`config.mk`:
```
export PLATFORM = sky130hd
export DESIGN_NAME = matmul_sequencer
export DESIGN_NICKNAME = d
export VERILOG_FILES = /design/src/rtl/matmul_sequencer.sv
export SDC_FILE = /design/constraint.sdc
export NUM_CORES = 1
export LEC_CHECK = 0
export CAP_MARGIN = 25
export CELL_PAD_IN_SITES_DETAIL_PLACEMENT = 1
export CELL_PAD_IN_SITES_GLOBAL_PLACEMENT = 2
export CORE_ASPECT_RATIO = 1.1
export CORE_UTILIZATION = 41
export DETAILED_ROUTE_END_ITERATION = 10
export PLACE_DENSITY_LB_ADDON = 0.1
export SLEW_MARGIN = 20
export SYNTH_ARGS = -nofsm -noshare
export SYNTH_HDL_FRONTEND = slang
export SYNTH_SLANG_ARGS = --single-unit
```
`constraint.sdc`:
```
create_clock -name clk -period 15.1 [get_ports clk]
set_input_delay 4.53 -clock clk [delete_from_list [all_inputs] [get_ports clk]]
set_output_delay 4.53 -clock clk [all_outputs]
set_load 0.05 [all_outputs]
```
`src/rtl/matmul_sequencer.sv`:
```
// matmul_sequencer
//   Runs one square matrix multiply C = A x B over the shared A/B/result RAMs.
//   For each C element (i,j) it reads row i of A and column j of B over n
//   cycles (RUN). It spends one cycle letting the last product land (DRAIN).
//   It then writes the accumulated sum (WRITE). After the final element it
//   pulses done (DONE).
//
// Ports
//   clk, rst        bclk and asynchronous active-low reset
//   start, size     one-cycle start pulse with the matrix dimension n
//   abort           synchronous abort back to IDLE
//   a_addr, b_addr  A/B read addresses (row*N_MAX+col), 0 when rd_en is low
//   rd_en           read strobe; a_data/b_data carry the element one cycle later
//   a_data, b_data  returned A/B elements
//   result_addr     C write address
//   result_data     C element
//   result_we       C write strobe
//   busy            high in RUN, DRAIN and WRITE
//   done            one-cycle completion pulse
//   err             one-cycle pulse when start carries an illegal size
//   state_dbg       current FSM state, for observation only
//
// Read handshake: the RAMs have no back-pressure. Every cycle with rd_en=1
// yields exactly one A/B element pair on the following cycle. The sequencer
// tags that pair with the k index it was issued with.
module matmul_sequencer #(
  parameter int N_MAX = 4,
  parameter int DW    = 8,
  parameter int ACC_W = 32,
  parameter int AW    = 4
) (
  input  logic             clk,
  input  logic             rst,
  input  logic             start,
  input  logic [3:0]       size,
  input  logic             abort,
  output logic [AW-1:0]    a_addr,
  output logic [AW-1:0]    b_addr,
  output logic             rd_en,
  input  logic [DW-1:0]    a_data,
  input  logic [DW-1:0]    b_data,
  output logic [AW-1:0]    result_addr,
  output logic [ACC_W-1:0] result_data,
  output logic             result_we,
  output logic             busy,
  output logic             done,
  output logic             err,
  output logic [2:0]       state_dbg
);

  typedef enum logic [2:0] {
    S_IDLE  = 3'd0,
    S_RUN   = 3'd1,
    S_DRAIN = 3'd2,
    S_WRITE = 3'd3,
    S_DONE  = 3'd4
  } state_t;

  state_t     state_q, state_d;
  logic [3:0] n_q, n_d;
  logic [3:0] i_q, i_d;
  logic [3:0] j_q, j_d;
  logic [3:0] k_q, k_d;
  logic       err_d, err_q;

  logic [3:0] last_idx;
  logic       size_ok;

  // Data stage: the element pair arriving this cycle and the k it belongs to.
  logic             rd_q;
  logic [3:0]       kd_q;
  logic [ACC_W-1:0] acc_q;
  logic [2*DW-1:0]  prod;

  // Last written C element.  result_* show these between writes.
  logic [AW-1:0]    res_addr_q;
  logic [ACC_W-1:0] res_data_q;
  logic [AW-1:0]    wr_addr;

  assign last_idx = n_q - 4'd1;
  assign size_ok  = (size != 4'd0) && (32'(size) <= N_MAX);

  // ---------------- FSM state register ----------------
  always_ff @(posedge clk or negedge rst) begin
    if (!rst) begin
      state_q <= S_IDLE;
      n_q     <= '0;
      i_q     <= '0;
      j_q     <= '0;
      k_q     <= '0;
      err_q   <= 1'b0;
    end else begin
      state_q <= state_d;
      n_q     <= n_d;
      i_q     <= i_d;
      j_q     <= j_d;
      k_q     <= k_d;
      err_q   <= err_d;
    end
  end

  // ---------------- FSM next state ----------------
  always_comb begin
    state_d = state_q;
    n_d     = n_q;
    i_d     = i_q;
    j_d     = j_q;
    k_d     = k_q;
    err_d   = 1'b0;
    case (state_q)
      S_IDLE: begin
        // abort beats a simultaneous start
        if (start && !abort) begin
          if (size_ok) begin
            n_d     = size;
            i_d     = '0;
            j_d     = '0;
            k_d     = '0;
            state_d = S_RUN;
          end else begin
            err_d = 1'b1;
          end
        end
      end
      S_RUN: begin
        k_d = k_q + 4'd1;
        if (k_q == last_idx) state_d = S_DRAIN;
      end
      S_DRAIN: state_d = S_WRITE;
      S_WRITE: begin
        if (j_q == last_idx) begin
          j_d = '0;
          i_d = i_q + 4'd1;
        end else begin
          j_d = j_q + 4'd1;
        end
        if ((i_q == last_idx) && (j_q == last_idx)) begin
          state_d = S_DONE;
        end else begin
          k_d     = '0;
          state_d = S_RUN;
        end
      end
      S_DONE:  state_d = S_IDLE;
      default: state_d = S_IDLE;
    endcase
    if (abort && (state_q != S_IDLE)) state_d = S_IDLE;
  end

  // ---------------- Outputs ----------------
  // abort suppresses the current element's strobes in the same cycle.
  // The FSM then lands in IDLE on the next edge.
  assign wr_addr   = AW'(32'(i_q) * N_MAX + 32'(j_q));
  assign rd_en     = (state_q == S_RUN) && !abort;
  assign a_addr    = rd_en ? AW'(32'(i_q) * N_MAX + 32'(k_q)) : '0;
  assign b_addr    = rd_en ? AW'(32'(k_q) * N_MAX + 32'(j_q)) : '0;
  assign result_we = (state_q == S_WRITE) && !abort;
  assign result_addr = result_we ? wr_addr : res_addr_q;
  assign result_data = result_we ? acc_q : res_data_q;
  assign busy      = ((state_q == S_RUN) || (state_q == S_DRAIN) ||
                      (state_q == S_WRITE)) && !abort;
  assign done      = (state_q == S_DONE) && !abort;
  assign err       = err_q;
  assign state_dbg = state_q;

  // ---------------- Multiply-accumulate ----------------
  assign prod = {{DW{1'b0}}, a_data} * {{DW{1'b0}}, b_data};

  always_ff @(posedge clk or negedge rst) begin
    if (!rst) begin
      rd_q  <= 1'b0;
      kd_q  <= '0;
      acc_q <= '0;
    end else begin
      rd_q <= rd_en;
      if (rd_en) kd_q <= k_q;
      // k==0 starts a fresh element, so no separate clear is needed.
      if (rd_q) acc_q <= ((kd_q == '0) ? '0 : acc_q) + {{(ACC_W-2*DW){1'b0}}, prod};
    end
  end

  // ---------------- Result hold ----------------
  always_ff @(posedge clk or negedge rst) begin
    if (!rst) begin
      res_addr_q <= '0;
      res_data_q <= '0;
    end else if (result_we) begin
      res_addr_q <= wr_addr;
      res_data_q <= acc_q;
    end
  end

endmodule

```
Word-level counts from Yosys, hierarchy flattened. Index checks and enable logic that the tools add are counted. W data, S select, Z words.

Add/sub/neg operators: 8. $mul: 1. Order comparisons: 1. Eq/ne operators: 14. Muxes and demuxes: 22. Reduce and logical (&&, ||, !) cells: 22.

Operator list (number): $mux W32 (2); $add A32 B16 Y32 (1); $mux W4 (8); $mul A8 B8 Y16 (1); $pmux W4 S2 (2); $mux W3 (5); $add A4 B1 Y4 const B (3); $add A4 B4 Y4 (3); $eq A4 B4 Y1 (3); $pmux W3 S4 (1); $pmux W4 S3 (1); $ne A3 B3 Y1 const B (3); $reduce_and A3 Y1 (3); $logic_and A1 B1 Y1 (8); $ne A2 B2 Y1 const B (4); $reduce_and A4 Y1 (2); $eq A3 B2 Y1 const B (2); $reduce_bool A3 Y1 (2); $le A4 B3 Y1 const B (1); $logic_not A4 Y1 (1); $reduce_bool A4 Y1 (1); $sub A4 B1 Y4 const B (1); $eq A3 B1 Y1 const B (1); $eq A3 B3 Y1 const B (1); other kinds (5) (8).

Flip-flop bits (word level): 93. Bits of input ports: 24. Output and inout port bits: 52. Word-level logic and storage cells: 79.

Longest topological paths before layout.
Depth in word-level cells: 6. Gate-level depth with buffers: 18.

Least setup slack after synthesis. No wires, ideal clock.

Kind: input to output. Start point: in abort. End point: out done. Arrival time: 6.173 ns. Required time: 10.570 ns. Path slack: 4.397 ns. Stages: 1. Buffers on the path: 0. Cells stage by stage: nor4b_1.

Longest elaborated chain between the ends: 2.

RTL lines: from (decl) (line 36) `input logic abort,`; $logic_not A1 Y1 (line 162) `assign done = (state_q == S_DONE) && !abort;`; $logic_and A1 B1 Y1 (line 162); to (decl) (line 46) `output logic done,`.

Every way passes these cells.

Final worst setup path.
Start point: in abort. End point: out b_addr[0].

Longest elaborated chain between the ends: 3.

RTL lines: $logic_not A1 Y1 (line 154) `assign rd_en = (state_q == S_RUN) && !abort;`; $logic_and A1 B1 Y1 (line 154); $mux W4 (line 156) `assign b_addr = rd_en ? AW'(32'(k_q) * N_MAX + 32'(j_q)) : '0;`; to (decl) (line 38) `output logic [AW-1:0] b_addr,`.

Every way passes these cells.

==> metrics.txt <==
outcome=finished clean; kind of end point of the critical path=primary output; Cell Area, Placed=8250 um^2; gr usage total=20.9%; drt wl/cell=17.1 um; Synth Cell Area=7310 um^2; crit-path max FO=11; Clock Tree Buf Depth=2; Synth area leader=dfrtp_1; CTS sink count=93; DP Cell Count=992; ratio of cells with drive above 1 in the final layout=12.5%; Routed WL=17.3 mm; Cells after Synth=705; Peak Freq=87.0 MHz; register bit total from synthesis=93; MaxCap Viol Count=0; Post-CTS Resized=0; syn nets=827; top cells by area, synth=dfrtp_1 (32%), fa_1 (14%), ha_1 (8.2%); Post-synth top flop=dfrtp_1; DRT antenna net count=0; Starting Density=42.5%; setup violators final=0; post-synth cell types=73; Synth Warn #=0; top cells by count, synth=dfrtp_1 (93), inv_1 (89), nand2_1 (72); GRT overflow=0; initial DRC count=190; Min Clock Period, post-route=11500 ps; Die Width=129 um; Layout Cells excl Fill=1010; die height=142 um; # hold bufs at CTS=0; Rows=50; CP Cell Sequence=clkdlybuf4s50_1 -> nor2_1 -> nand3b_1 -> clkinv_1 -> and2_1 -> clkdlybuf4s50_1; most instantiated library cell after synthesis=dfrtp_1; headroom to the max-slew limit=38.1%; async set or reset register ratio after synthesis=100%; Least-Margin Pin Slew=928 ps; Port Buf Inserts=75; n_diodes=0; Post CTS Setup Buffer Count=0; root buf cell=clkbuf_16; post-synthesis sequential area ratio=31.8%; skew final=6.78 ps; worst hold path class=reg -> reg; clk_lat worst skew=340 ps; initial antenna violation count=0; Critical Path Start Type=primary input; Layout Nets=893; Final HPWL DP=13.5 mm; final setup TNS=0 ps; final hold violations=0; post-route cell area=8570 um^2; Worst Path Arrival=6970 ps; crit path kind=in -> out; slowest stage delay, CP=830 ps; top cell type's share of synthesized area=31.8%; most used cell along the critical path=clkdlybuf4s50_1; CTS tree=yes; clk slew on worst S/H paths=60 ps; vias in the first global route=5889; first drt pass iteration count=4; CP max-delay cell=clkdlybuf4s50_1; I/O pin count=76; Fillers=1891; EDFF count, synth=0; Die ar.=18400 um^2; Num CTS Buffers=9; # H-tree levels=3; Syn Area/Cell=10.4 um^2; Area Overhead vs Synth=17.3%; via count=5268; DR DRC count=0; WP buf/inv=3; gp weighted congestion=0.797; delay-heaviest family, CP=buffers and inverters; RSZ-0062 raised after global routing=false; largest net degree at the start of global routing=64; first-pass GRT wire length=30.3 mm; core area=17200 um^2; Worst Path Required=10570 ps; vias per cell=5.22; Period Utilization, post-route=76.1%; Final Max Slew Viols=0
## worst reg2reg max path, delay by kind of cell, from the launching register on
kind | cells | cell delay [ps]
compound gates | 3 | 860
simple gates | 4 | 1770
flops | 1 | 420
buf+inv | 3 | 190
fa+ha+maj | 5 | 2260
## flip-flops by register name (all words and copies together), names as in the netlist
name / cells
rd_q: 1
res_data_q: 32
i_q: 4
err: 1
j_q: 4
k_q: 4
n_q: 4
state_dbg: 3
res_addr_q: 4
acc_q: 32
kd_q: 4
## per-layer routing
metal  track usage [%]  share of wire [%]
met5                 0                  0
met4              4.95                1.1
met2              36.3                 50
met3              2.29                2.5
met1              27.7                 46
## area by class of cell
type	count	area, um^2	share of cell area, %
Inverter	90	338	3.94
Timing Repair Buffer	79	796	9.28
Clock inverter	5	60.1	0.701
Sequential cell	93	2330	27.2
Clock buffer	11	233	2.72
Tap cell	234	293	3.42
Multi-Input combinational cell	498	4520	52.8
## metrics by stage
stage	utilization (%)	worst slack (ps)	hold WS, ps
2_1_floorplan	-	4400	451
3_3_place_gp	47.9	3500	466
3_5_place_dp	47.9	3370	471
4_1_cts	49.6	3360	486
5_1_grt	49.8	3460	511
6_report	49.8	3600	481
## cell families (layout without fill, tap and decap cells)
group	count (synthesis)	after routing	share of synthesized area (%)
AND/OR/NAND/NOR	221	221	16.5
buffers and inverters	114	185	6.35
adder cells (fa/ha/maj)	98	98	21.9
flip-flops	93	93	31.8
AO/OA/AOI/OAI	84	84	9.42
multiplexers	57	57	8.68
XOR/XNOR	38	38	5.34
## final timing paths
path | to | slack [ps] | cells past startpoint | startpoint
min | res_data_q[9]$_DFF_PN0_ | 480 | 1 | res_data_q[9]$_DFF_PN0_
max | b_addr[0] | 3600 | 6 | abort
min reg2reg | res_data_q[9]$_DFF_PN0_ | 480 | 1 | res_data_q[9]$_DFF_PN0_
max in group asynchronous | res_data_q[24]$_DFF_PN0_ | 9820 | 2 | rst
min in group asynchronous | res_data_q[22]$_DFF_PN0_ | 4110 | 1 | rst
max reg2reg | acc_q[16]$_DFFE_PN0P_ | 9530 | 15 | kd_q[1]$_DFFE_PN0P_
## placed cells by master (no fill, tap or decap), drive strengths merged, types with 4 or more instances in the layout
master | netlist | final
ha | 48 | 48
nand2 | 72 | 72
o21bai | 4 | 4
o21ai | 11 | 11
mux2 | 51 | 51
a21o | 5 | 5
buf | 12 | 4
nand4 | 16 | 16
fa | 50 | 50
mux2i | 6 | 6
nand3 | 12 | 12
nor4 | 4 | 4
and3 | 4 | 4
a211oi | 6 | 6
inv | 89 | 90
nor2b | 4 | 4
xor2 | 6 | 6
a21oi | 25 | 25
clkbuf | 12 | 12
clkdlybuf4s50 | 0 | 74
nor3 | 7 | 7
and2 | 68 | 68
or4 | 4 | 4
nor2 | 20 | 20
dfrtp | 93 | 93
xnor2 | 28 | 28
Power is not shown: default switching activity piles up to over one toggle a cycle in this logic, so the estimate is an artifact.
==> RTL edit: new RTL, same flow settings <==
Remove the register `err_q`: a continuous assignment takes its place, so the output `err` follows one clock earlier.
--- a/src/rtl/matmul_sequencer.sv
+++ b/src/rtl/matmul_sequencer.sv
@@ -89,5 +89,4 @@
       j_q     <= '0;
       k_q     <= '0;
-      err_q   <= 1'b0;
     end else begin
       state_q <= state_d;
@@ -96,7 +95,8 @@
       j_q     <= j_d;
       k_q     <= k_d;
-      err_q   <= err_d;
     end
   end
+
+  assign err_q = err_d;
 
   // ---------------- FSM next state ----------------
Behaviour: not the same (Yosys sat finds a counterexample within 4 cycles, from zero or initial values and one cycle with rst low).
==> RTL edit against the original RTL <==
  * Non-clock buffer count is the same
  * Synthesized area shrank 1.4%
  * Critical path depth shrank 1
  * Clock skew grew 3.1 ps
  * Wire length grew 3.2%
  * Register-to-register slack gained 20 ps
  * Critical path type unchanged
  * Final area shrank 0.48%
  * Sequential cell count shrank 1
  * Highest routed layer unchanged
  * Setup slack lost 72 ps
==> RTL edit: results (changes against the original RTL) <==
INFO  metric grt_max_degree = 66 (+3.1%)
INFO  metric hold_start = res_data_q[18]
INFO  metric grt.total_usage = 0.217 (+0.00782)
INFO  metric worst_path_arrival_time = 7040 ps (+70 ps)
INFO  metric grt_first_pass_wirelength = 30.7 mm (+1.3%)
INFO  metric synth-compound-area-share = 0.105 (+0.0112)
INFO  metric viasPerCell = 5.22 (about the same)
INFO  metric slowest_cell_on_the_critical_path = clkdlybuf4s50_1
INFO  metric synth.net_count = 836 (+1.1%)
INFO  metric post_synth_fa_ha_maj_area_fraction = 0.222 (+0.00300)
INFO  metric cts-buffers-inserted = 9 (unchanged)
INFO  metric skew = 9.93 ps (+3.15 ps)
INFO  metric synthMuxAreaShare = 0.0748 (-0.0120)
INFO  metric synthDistinctLibCells = 72 (-1.4%)
INFO  metric globalplace.congestion = 0.764 (-4.1%)
INFO  metric fill_cells = 1916 (+1.3%)
INFO  metric critical_path_peak_fanout = 23 (+12)
INFO  metric worst_slew_pin_slew = 827 ps (-101 ps)
INFO  metric cpPeakStageDelay = 720 ps (-110 ps)
INFO  metric post-dp-hpwl = 13.8 mm (+2.4%)
INFO  metric detail_route.wirelength = 17.9 mm (+3.2%)
INFO  metric post_synth_xor_area_fraction = 0.0535 (about the same)
INFO  metric grt_pass1_vias = 5984 (+1.6%)
INFO  metric outcome = completed
INFO  metric ctsLongestPathBuffers = 2 (unchanged)
INFO  metric synth.top_cells.by_count = dfrtp_1, inv_1, nand2_1
INFO  metric synth.yosys.seq_area_share = 0.319 (+0.000895)
[RTL edit: power groups by stage]
stage | registers (mW) | clock network, mW | logic, mW
CTS | 0.433 | 0.236 | 1.38
global route | 0.443 | 0.243 | 1.54
floorplan | 0.400 | 0 | 1.04
finish | 0.429 | 0.229 | 1.37
detailed placement | 0.437 | 0 | 1.37
global placement | 0.431 | 0 | 1.33
[RTL edit: worst paths after layout]
| kind | to | slack, ps | cells after the start |
|---|---|---|---|
| worst min register to register | res_data_q[18] | 500 | 1 |
| max in group asynchronous | res_addr_q[0] | 9820 | 2 |
| worst max register to register | acc_q[22] | 9550 | 17 |
| min in group asynchronous | acc_q[25] | 4100 | 1 |
| worst max-delay path | result_data[14] | 3530 | 5 |
| worst min-delay path | res_data_q[18] | 500 | 1 |
[RTL edit: final cells by class]
class	count	area share
multi-input cells	511	0.525
clock buffers	11	0.0296
flip-flops and latches	92	0.270
inverters	92	0.0405
clock inverters	5	0.00484
repair buffers	79	0.0959
well taps	234	0.0343
[RTL edit: metal layers]
| layer | routed length [um] | vias up | GRT usage |
|---|---|---|---|
| met5 | 0 | - | 0 |
| met4 | 252 | 0 | 0.0594 |
| met3 | 496 | 18 | 0.0307 |
| met2 | 8930 | 86 | 0.374 |
| met1 | 8180 | 2701 | 0.283 |
| li1 | - | 2536 | - |
[RTL edit: metrics by stage]
stage                     hold WS, ps  area (um^2)  cells  setup slack, ps  power [mW]
after global routing              513         8530   1024             3430        2.23
after detailed placement          485         8210   1007             3500        1.80
after global placement            481         8180   1006             3400        1.76
after CTS                         503         8500   1023             3490        2.05
after floorplan                   457         7210    714             4220        1.44
final                             498         8530   1024             3530        2.03
[RTL edit: kinds of logic (layout without fill, tap and decap cells)]
group,after synthesis,in the layout
compound gates,100,100
xor+xnor,40,40
fa+ha+maj,98,98
buf+inv,111,187
flops,92,92
mux,48,48
simple gates,225,225
[RTL edit: worst reg2reg max path, delay by kind of cell (launching register included)]
family / cells / cell delay, ps
AOI/OAI and AO/OA: 4 / 1340
xor gates and xnor gates: 1 / 170
adders and majority gates: 5 / 2220
buffers and inverters: 4 / 420
DFF: 1 / 420
and+or+nand+nor: 3 / 870
